[src/rtl/pos_scan_pkg.sv]
// Shared types for the position scan controller: code type, FSM states, event record.
// Optional POS_SCAN_DIR_EN adds a direction bit to each event.
package pos_scan_pkg;

  typedef logic [4:0] pos_code_t;

  localparam pos_code_t POS_NONE    = 5'd0;
  localparam pos_code_t POS_INVALID = 5'd17;

  typedef enum logic [1:0] {
    IDLE  = 2'd0,
    SMP_A = 2'd1,
    SMP_B = 2'd2,
    UPD   = 2'd3
  } scan_state_t;

  typedef struct packed {
    logic      ch;
    pos_code_t pos;
    pos_code_t prev;
`ifdef POS_SCAN_DIR_EN
    logic      dir;
`endif
  } pos_evt_t;

  function automatic pos_evt_t make_evt(input logic ch, input pos_code_t pos, input pos_code_t prev);
    pos_evt_t evt;
    evt      = '0;
    evt.ch   = ch;
    evt.pos  = pos;
    evt.prev = prev;
`ifdef POS_SCAN_DIR_EN
    // Direction only means something between two real sensor positions.
    evt.dir  = (pos >= 5'd1) && (pos <= 5'd16) && (prev >= 5'd1) && (prev <= 5'd16) && (pos > prev);
`endif
    return evt;
  endfunction

endpackage

[src/rtl/pos_onehot_enc.sv]
// Combinational one-hot to position-code encoder: 0 none, k+1 for single bit k, 17 otherwise.
// Zero latency; no flow control.
module pos_onehot_enc
  import pos_scan_pkg::*;
(
  input  logic [15:0] onehot,
  output logic [4:0]  code
);

  logic [4:0] idx;

  always_comb begin
    idx = '0;
    for (int i = 0; i < 16; i++) begin
      if (onehot[i]) idx = 5'(i + 1);
    end
    if (onehot == 16'd0)
      code = POS_NONE;
    else if ((onehot & (onehot - 16'd1)) != 16'd0)
      code = POS_INVALID;
    else
      code = idx;
  end

endmodule

[src/rtl/pos_scan_ctrl.sv]
// Two-channel one-hot position scanner with shared encoder, per-channel debounce and 2-entry event FIFO.
// Accepts a steady code after DEB_N ticks; events held under evt_valid && !evt_ready, full-FIFO pushes dropped (POS_SCAN_DIR_EN adds evt_dir).
module pos_scan_ctrl
  import pos_scan_pkg::*;
#(
  parameter int SAMPLE_DIV = 4,
  parameter int DEB_N      = 3
) (
  input  logic        clock,
  input  logic        reset,
  input  logic        enable,
  input  logic [15:0] in_a,
  input  logic [15:0] in_b,
  output logic [4:0]  pos_a,
  output logic [4:0]  pos_b,
  output logic        fault_a,
  output logic        fault_b,
  output logic        evt_valid,
  input  logic        evt_ready,
  output logic        evt_ch,
  output logic [4:0]  evt_pos,
  output logic [4:0]  evt_prev,
`ifdef POS_SCAN_DIR_EN
  output logic        evt_dir,
`endif
  output logic        overrun,
  input  logic        ovr_clr
);

  localparam int              DIV_W    = $clog2(SAMPLE_DIV);
  localparam logic [DIV_W-1:0] DIV_LAST = DIV_W'(SAMPLE_DIV - 1);
  localparam logic [3:0]      DEB_MAX  = 4'(DEB_N);

  logic [15:0]      ra, rb;
  logic [DIV_W-1:0] div_cnt;
  logic             tick;
  scan_state_t      state;
  pos_code_t        sa, sb;
  logic [15:0]      enc_in;
  pos_code_t        enc_code;

  pos_code_t        cand_q   [2];
  logic [3:0]       cnt_q    [2];
  pos_code_t        stable_q [2];
  pos_code_t        nxt_cand [2];
  logic [3:0]       nxt_cnt  [2];
  logic [1:0]       chg;

  pos_evt_t         fifo_q [2];
  pos_evt_t         fifo_d [2];
  logic [1:0]       fifo_cnt, fifo_cnt_d;
  logic             pop, drop;

  always_ff @(posedge clock) begin
    if (reset) begin
      ra      <= '0;
      rb      <= '0;
      div_cnt <= '0;
    end else begin
      ra <= in_a;
      rb <= in_b;
      if (!enable || div_cnt == DIV_LAST)
        div_cnt <= '0;
      else
        div_cnt <= div_cnt + DIV_W'(1);
    end
  end

  assign tick = enable && (div_cnt == DIV_LAST);

  // One encoder serves both groups; the FSM state selects which one it sees.
  assign enc_in = (state == SMP_B) ? rb : ra;

  pos_onehot_enc u_enc (
    .onehot (enc_in),
    .code   (enc_code)
  );

  always_ff @(posedge clock) begin
    if (reset) begin
      state <= IDLE;
      sa    <= POS_NONE;
      sb    <= POS_NONE;
    end else begin
      case (state)
        IDLE:    if (tick) state <= SMP_A;
        SMP_A: begin
          sa    <= enc_code;
          state <= SMP_B;
        end
        SMP_B: begin
          sb    <= enc_code;
          state <= UPD;
        end
        default: state <= IDLE;
      endcase
    end
  end

  always_comb begin
    for (int ch = 0; ch < 2; ch++) begin
      nxt_cand[ch] = cand_q[ch];
      nxt_cnt[ch]  = cnt_q[ch];
      if (((ch == 0) ? sa : sb) == cand_q[ch]) begin
        nxt_cnt[ch] = (cnt_q[ch] >= DEB_MAX) ? DEB_MAX : cnt_q[ch] + 4'd1;
      end else begin
        nxt_cand[ch] = (ch == 0) ? sa : sb;
        nxt_cnt[ch]  = 4'd1;
      end
      chg[ch] = (nxt_cnt[ch] == DEB_MAX) && (nxt_cand[ch] != stable_q[ch]);
    end
  end

  always_ff @(posedge clock) begin
    if (reset) begin
      for (int ch = 0; ch < 2; ch++) begin
        cand_q[ch]   <= POS_NONE;
        cnt_q[ch]    <= '0;
        stable_q[ch] <= POS_NONE;
      end
    end else if (state == UPD) begin
      for (int ch = 0; ch < 2; ch++) begin
        cand_q[ch] <= nxt_cand[ch];
        cnt_q[ch]  <= nxt_cnt[ch];
        if (chg[ch]) stable_q[ch] <= nxt_cand[ch];
      end
    end
  end

  assign pos_a   = stable_q[0];
  assign pos_b   = stable_q[1];
  assign fault_a = (stable_q[0] == POS_INVALID);
  assign fault_b = (stable_q[1] == POS_INVALID);

  assign pop = evt_valid && evt_ready;

  // Pop first so its slot is reusable this cycle; then A, then B claim free slots.
  always_comb begin
    fifo_d[0]  = fifo_q[0];
    fifo_d[1]  = fifo_q[1];
    fifo_cnt_d = fifo_cnt;
    drop       = 1'b0;
    if (pop) begin
      fifo_d[0]  = fifo_q[1];
      fifo_cnt_d = fifo_cnt - 2'd1;
    end
    if (state == UPD) begin
      for (int ch = 0; ch < 2; ch++) begin
        if (chg[ch]) begin
          if (fifo_cnt_d == 2'd2) begin
            drop = 1'b1;
          end else begin
            fifo_d[fifo_cnt_d[0]] = make_evt(ch[0], nxt_cand[ch], stable_q[ch]);
            fifo_cnt_d            = fifo_cnt_d + 2'd1;
          end
        end
      end
    end
  end

  always_ff @(posedge clock) begin
    if (reset) begin
      fifo_q[0] <= '0;
      fifo_q[1] <= '0;
      fifo_cnt  <= '0;
      overrun   <= 1'b0;
    end else begin
      fifo_q[0] <= fifo_d[0];
      fifo_q[1] <= fifo_d[1];
      fifo_cnt  <= fifo_cnt_d;
      if (drop)
        overrun <= 1'b1;
      else if (ovr_clr)
        overrun <= 1'b0;
    end
  end

  assign evt_valid = (fifo_cnt != 2'd0);
  assign evt_ch    = fifo_q[0].ch;
  assign evt_pos   = fifo_q[0].pos;
  assign evt_prev  = fifo_q[0].prev;
`ifdef POS_SCAN_DIR_EN
  assign evt_dir   = fifo_q[0].dir;
`endif

endmodule

[config.mk]
export PLATFORM = sky130hd
export DESIGN_NAME = pos_scan_ctrl
export DESIGN_NICKNAME = d
export VERILOG_FILES = /design/src/rtl/pos_scan_pkg.sv /design/src/rtl/pos_onehot_enc.sv /design/src/rtl/pos_scan_ctrl.sv
export SDC_FILE = /design/constraint.sdc
export NUM_CORES = 1
export LEC_CHECK = 0
export ABC_CLOCK_PERIOD_IN_PS = 7250
export CORE_UTILIZATION = 60
export CTS_BUF_LIST = sky130_fd_sc_hd__clkbuf_16
export DETAILED_ROUTE_END_ITERATION = 8
export PLACE_DENSITY = 0.85
export SLEW_MARGIN = 20
export SYNTH_ARGS = -nofsm -noshare
export SYNTH_HDL_FRONTEND = slang
export SYNTH_SLANG_ARGS = --single-unit
[constraint.sdc]
create_clock -name clock -period 7.25 [get_ports clock]
set_clock_uncertainty 0.2 [all_clocks]
set_input_delay 1.0875 -clock clock [delete_from_list [all_inputs] [get_ports clock]]
set_output_delay 1.0875 -clock clock [all_outputs]
set_load 0.1 [all_outputs]
-- Yosys cells after proc, flatten, opt, wreduce, memory -nomap -nowiden
Memories as Yosys holds them, arrays and structs flattened.
Index checks and enable logic that the tools add are counted.
- bitwise operators: 11
- $lt $le $gt $ge: 6
- reduce and logical (&&, ||, !) cells: 14
- mux-type cells: 76
- $add $sub $neg: 7
- eq/ne operators: 15
- operators by type and width (cell ; number):
    2-to-1 mux 22 bit ; 6
    2-to-1 mux 4 bit ; 14
    2-to-1 mux 11 bit ; 5
    2-to-1 mux 5 bit ; 9
    bitwise mux 22 bit ; 2
    demux 11 bit (select 1 bit) ; 2
    2-to-1 mux 1 bit ; 22
    2-to-1 mux 2 bit ; 10
    AND 16 bit ; 1
    logical NOT 16 bit ; 1
    2-to-1 mux 16 bit ; 1
    nonzero test 16 bit ; 1
    subtractor 16 x 1 -> 16 bit, second input constant ; 1
    2-to-1 mux 3 bit ; 4
    equality test 2 bit, second input constant ; 5
    equality test 5 bit ; 2
    equality test 5 bit, second input constant ; 2
    != test 5 bit ; 2
    adder 4 x 1 -> 4 bit, second input constant ; 2
    equality test 4 x 2 -> 1 bit, second input constant ; 2
    >= comparator 4 x 2 -> 1 bit, second input constant ; 2
    OR 1 bit ; 8
    adder 2 x 1 -> 2 bit, second input constant ; 3
    logical AND 1 bit ; 6
    other kinds (12) ; 16
- logic and storage cells: 141
- input bits: 37
- bits in writable memories: 50
- bits in registers: 49
- memories kept: 4
- memories (memory ; depth ; width ; read ports ; clocked after memory_dff ; wr ports ; RTL line ; text):
    fifo_q ; 2 ; 11 ; 2 ; 0 ; 2 ; pos_scan_ctrl.sv:49 ; pos_evt_t fifo_q [2];
    cand_q ; 2 ; 5 ; 2 ; 0 ; 2 ; pos_scan_ctrl.sv:42 ; pos_code_t cand_q [2];
    stable_q ; 2 ; 5 ; 2 ; 0 ; 2 ; pos_scan_ctrl.sv:44 ; pos_code_t stable_q [2];
    cnt_q ; 2 ; 4 ; 2 ; 0 ; 2 ; pos_scan_ctrl.sv:43 ; logic [3:0] cnt_q [2];

-- Longest topological paths before layout
- word-level depth: 20
- depth in mapped cells: 17
- mapped depth without buffers: 15

-- Cells and area by module
A second synthesis with hierarchy kept.
- cell total of the unflattened synthesis: 499
- area, all modules: 4954.8 sq um
- modules (own cells, without submodules) (module ; cells each ; seq. area each (sq um) ; times used ; area an instance (sq um)):
    pos_scan_ctrl ; 442 ; 2262.2 ; 1 ; 4595.7
    pos_onehot_enc ; 57 ; 0.0 ; 1 ; 359.1

-- Least setup slack after synthesis
OpenSTA, ideal clock, no wires.
- kind: input -> register
- from: input port evt_ready
- to: memory fifo_q[0][13] in the netlist's numbering
- required time: 6988 ps
- setup time: 62 ps
- stages: 12
- path slack: 3329 ps
- path buffers: 1
- arrival time: 3659 ps
- cell sequence: nand2b_1 -> clkbuf_1 -> xnor2_1 -> inv_1 -> ha_1 -> nor3_2 -> or2_2 -> ha_1 -> inv_1 -> a311oi_1 -> and2_1 -> a221o_1
- RTL lines (element ; RTL line ; text):
    start, declared ; pos_scan_ctrl.sv:19 ; input logic evt_ready,
    end, declared ; pos_scan_ctrl.sv:49 ;

==> reports/qor.csv <==
metric;value;unit
Met2 Routed Length;5360;µm
Via-to-Cell Ratio;6.01;
drt first pass iters;7;
distinct cell type count after synthesis;67;
Worst setup EP type;register;
grt ovf;0;
fin crit share;69.8;%
Top Layer Used;met4;
Worst EP required;7.34;ns
Worst EP arrival;5.15;ns
# setup viols final;0;
Final GP Congestion;0.963;
later-pin clock latency in the skew report;0.34;ns
Post-synth ARST share;0;%
vias in the first global route;3806;
worst reg-to-reg path cell count;13;
flop2flop setup slack;2.70;ns
Synth Register Bits;99;
Post-CTS Setup Repair Bufs;0;
row count;32;
Final Non-Filler Cells;657;
max frequency;0.198;GHz
number of synthesized flops with an enable pin;28;
Finished Core Util;74.2;%
status;finished clean;
P&R area growth vs syn;17.7;%
CP max stage cell;a311oi_1;
largest net degree at the start of global routing;62;
Synth top area share;28.6;%
Post-synth top flop;dfxtp_1;
fin. max-slew vios;0;
dpl hpwl;7730;µm
# diodes;0;
Place WS;1.96;ns
clk sink count;99;
worst hold slack;0.231;ns
post-route ant nets;0;
CTS tree;yes;
initial antenna violation count;0;
setup ws final;2.19;ns
Fin. Hold Viols;0;
most frequent cells in the layout;71 x dfxtp_1, 60 x clkdlybuf4s50_1, 38 x nor2b_1;
Max stage delay on crit path;0.85;ns
worst hold start;div_cnt[0]$_SDFF_PP0_;
core area;0.00789;mm²
io pins;62;
crit-path max FO;15;
Setup CP Type;in -> reg;
leak pwr;2.35;nW
worst hold path type;reg -> reg;
commonest non-fill, non-tap cell in the layout;dfxtp_1;
Mapped Avg Cell Area;9.81;µm²
met3 WL;657;µm
initial core utilization;63.0;%
Final Total Pwr;1.21;mW
wl on met1;4640;µm
H-tree Lvls;3;
Die Wd;93.0;µm
Worst R2R End;fifo_q[0][13]$_SDFFE_PP0P_;
post-CTS resize count;0;
largest buffer count on any clock path;2;
cell taking the most area after synthesis;dfxtp_1;
Tmin final;5.06;ns
Startpoint Class;input pin;
drt wl/cell;16.7;µm
Die ar.;0.00866;mm²
Post-DP Area;0.00555;mm²
R2R Path Start;fifo_cnt[0]$_SDFF_PP0_;
worst path cell trace;clkdlybuf4s50_1, nand2b_1, xnor2_1, inv_1, ha_1, nor3_2, or2_2, ha_1, inv_1, a311oi_1, and2_1, a221o_1;
Die Y;93.0;µm
Hold EP;div_cnt[0]$_SDFF_PP0_;
fin nets;600;
power per cell area;207;mW/mm²
top cells by area, synth;dfxtp_1 29%, edfxtp_1 17%, nor2b_1 4.8%;
layout cells sized above 1;6.85;%
# DRC;0;
cts hold-fix bufs;0;
Worst-path clk slew;0.07;ns
Synthesis Warnings;0;
first-pass GRT wire length;18200;µm
Max-cap violations;0;
synthesized area;0.00497;mm²
Hold Path Cell Cnt;1;
unrepaired setup endpoints after global routing;no;
DR iter-0 viols;199;
Placed Cells;640;
Root Driver;clkbuf_16;
Global Route Usage Sum;26.9;%
CTS buffer count;9;
Slew HR;30.4;%
final instance area;0.00585;mm²
maximum VDD drop;135;µV
Port-buffer cells;61;
Setup Total Neg Slack;0;ns
via count;3948;
register area share after synthesis;45.5;%
Mapped Cells;507;
final wirelength;10900;µm
worst slew pin tran;1.04;ns
==> where the power goes <==
group,switching (mW),internal [mW]
logic,0.101,0.0690
registers,0.0159,0.587
clock network,0.206,0.233
total,0.323,0.889
==> per-layer routing <==
metal	up-vias	track usage, %
li1	1908	-
met1	1838	33.5
met2	169	46.3
met3	33	5.53
met4	0	9.36
met5	-	0
==> kinds of logic (layout without fill, tap and decap cells) <==
logic type	count (synthesis)	after routing	share of synthesized area [%]
AOI/OAI and AO/OA	102	102	15.5
DFF	99	99	45.5
xor gates and xnor gates	21	21	3.70
other	1	4	0.0754
and+or+nand+nor	193	193	22.0
buffers and inverters	54	99	4.93
adders and majority gates	13	13	3.27
muxes	24	24	5.06
==> synthesized netlist by cell type (9+ instances only) <==
library cell	instances
edfxtp_1	28
dfxtp_1	71
xor2_1	10
mux2_2	9
nor2b_1	38
a221o_1	12
nand2_1	26
nor2_1	34
inv_1	19
and2_1	26
ha_1	13
a21oi_1	17
o21ai_0	11
clkbuf_1	16
mux2i_1	15
buf_4	10
nand3_1	9
xnor2_1	11
nand2b_1	12
nor3_1	12
==> state kept, by name (all words and copies together), names as in the netlist, 2 cells and up <==
register and cells:
cand_q 10, cnt_q 8, div_cnt 2, fifo_cnt 2, fifo_q 22, ra 16, rb 16, sa 5
sb 5, stable_q 10, state 2
==> critical path: cells and delay by family <==
family	cells	cell delay [ns]
adders and majority gates	2	0.50
xor gates and xnor gates	1	0.60
buffers and inverters	3	0.70
AOI/OAI and AO/OA	2	0.95
and+or+nand+nor	4	1.30
==> final cells by class <==
class	count	area (µm²)
Tap cell	102	128
Sequential cell	99	2260
Clock inverter	7	45.0
Timing Repair Buffer	63	641
Inverter	20	75.1
Fill cell	550	2030
Multi-Input combinational cell	357	2480
Clock buffer	9	225
==> how the worst max path moves through the flow <==
stage	from	endpoint	slack (ns)	cells past startpoint
2_1_floorplan	evt_ready	fifo_q[0][13]$_SDFFE_PP0P_	3.33	12
3_3_place_gp	evt_ready	fifo_q[0][15]$_SDFFE_PP0P_	2.14	12
3_5_place_dp	evt_ready	fifo_q[0][16]$_SDFFE_PP0P_	1.96	12
4_1_cts	evt_ready	fifo_q[0][14]$_SDFFE_PP0P_	2.31	12
5_1_grt	evt_ready	fifo_q[0][14]$_SDFFE_PP0P_	1.90	12
6_report	evt_ready	fifo_q[0][13]$_SDFFE_PP0P_	2.19	12
No activity file was read; power rests on OpenSTA's default activity.
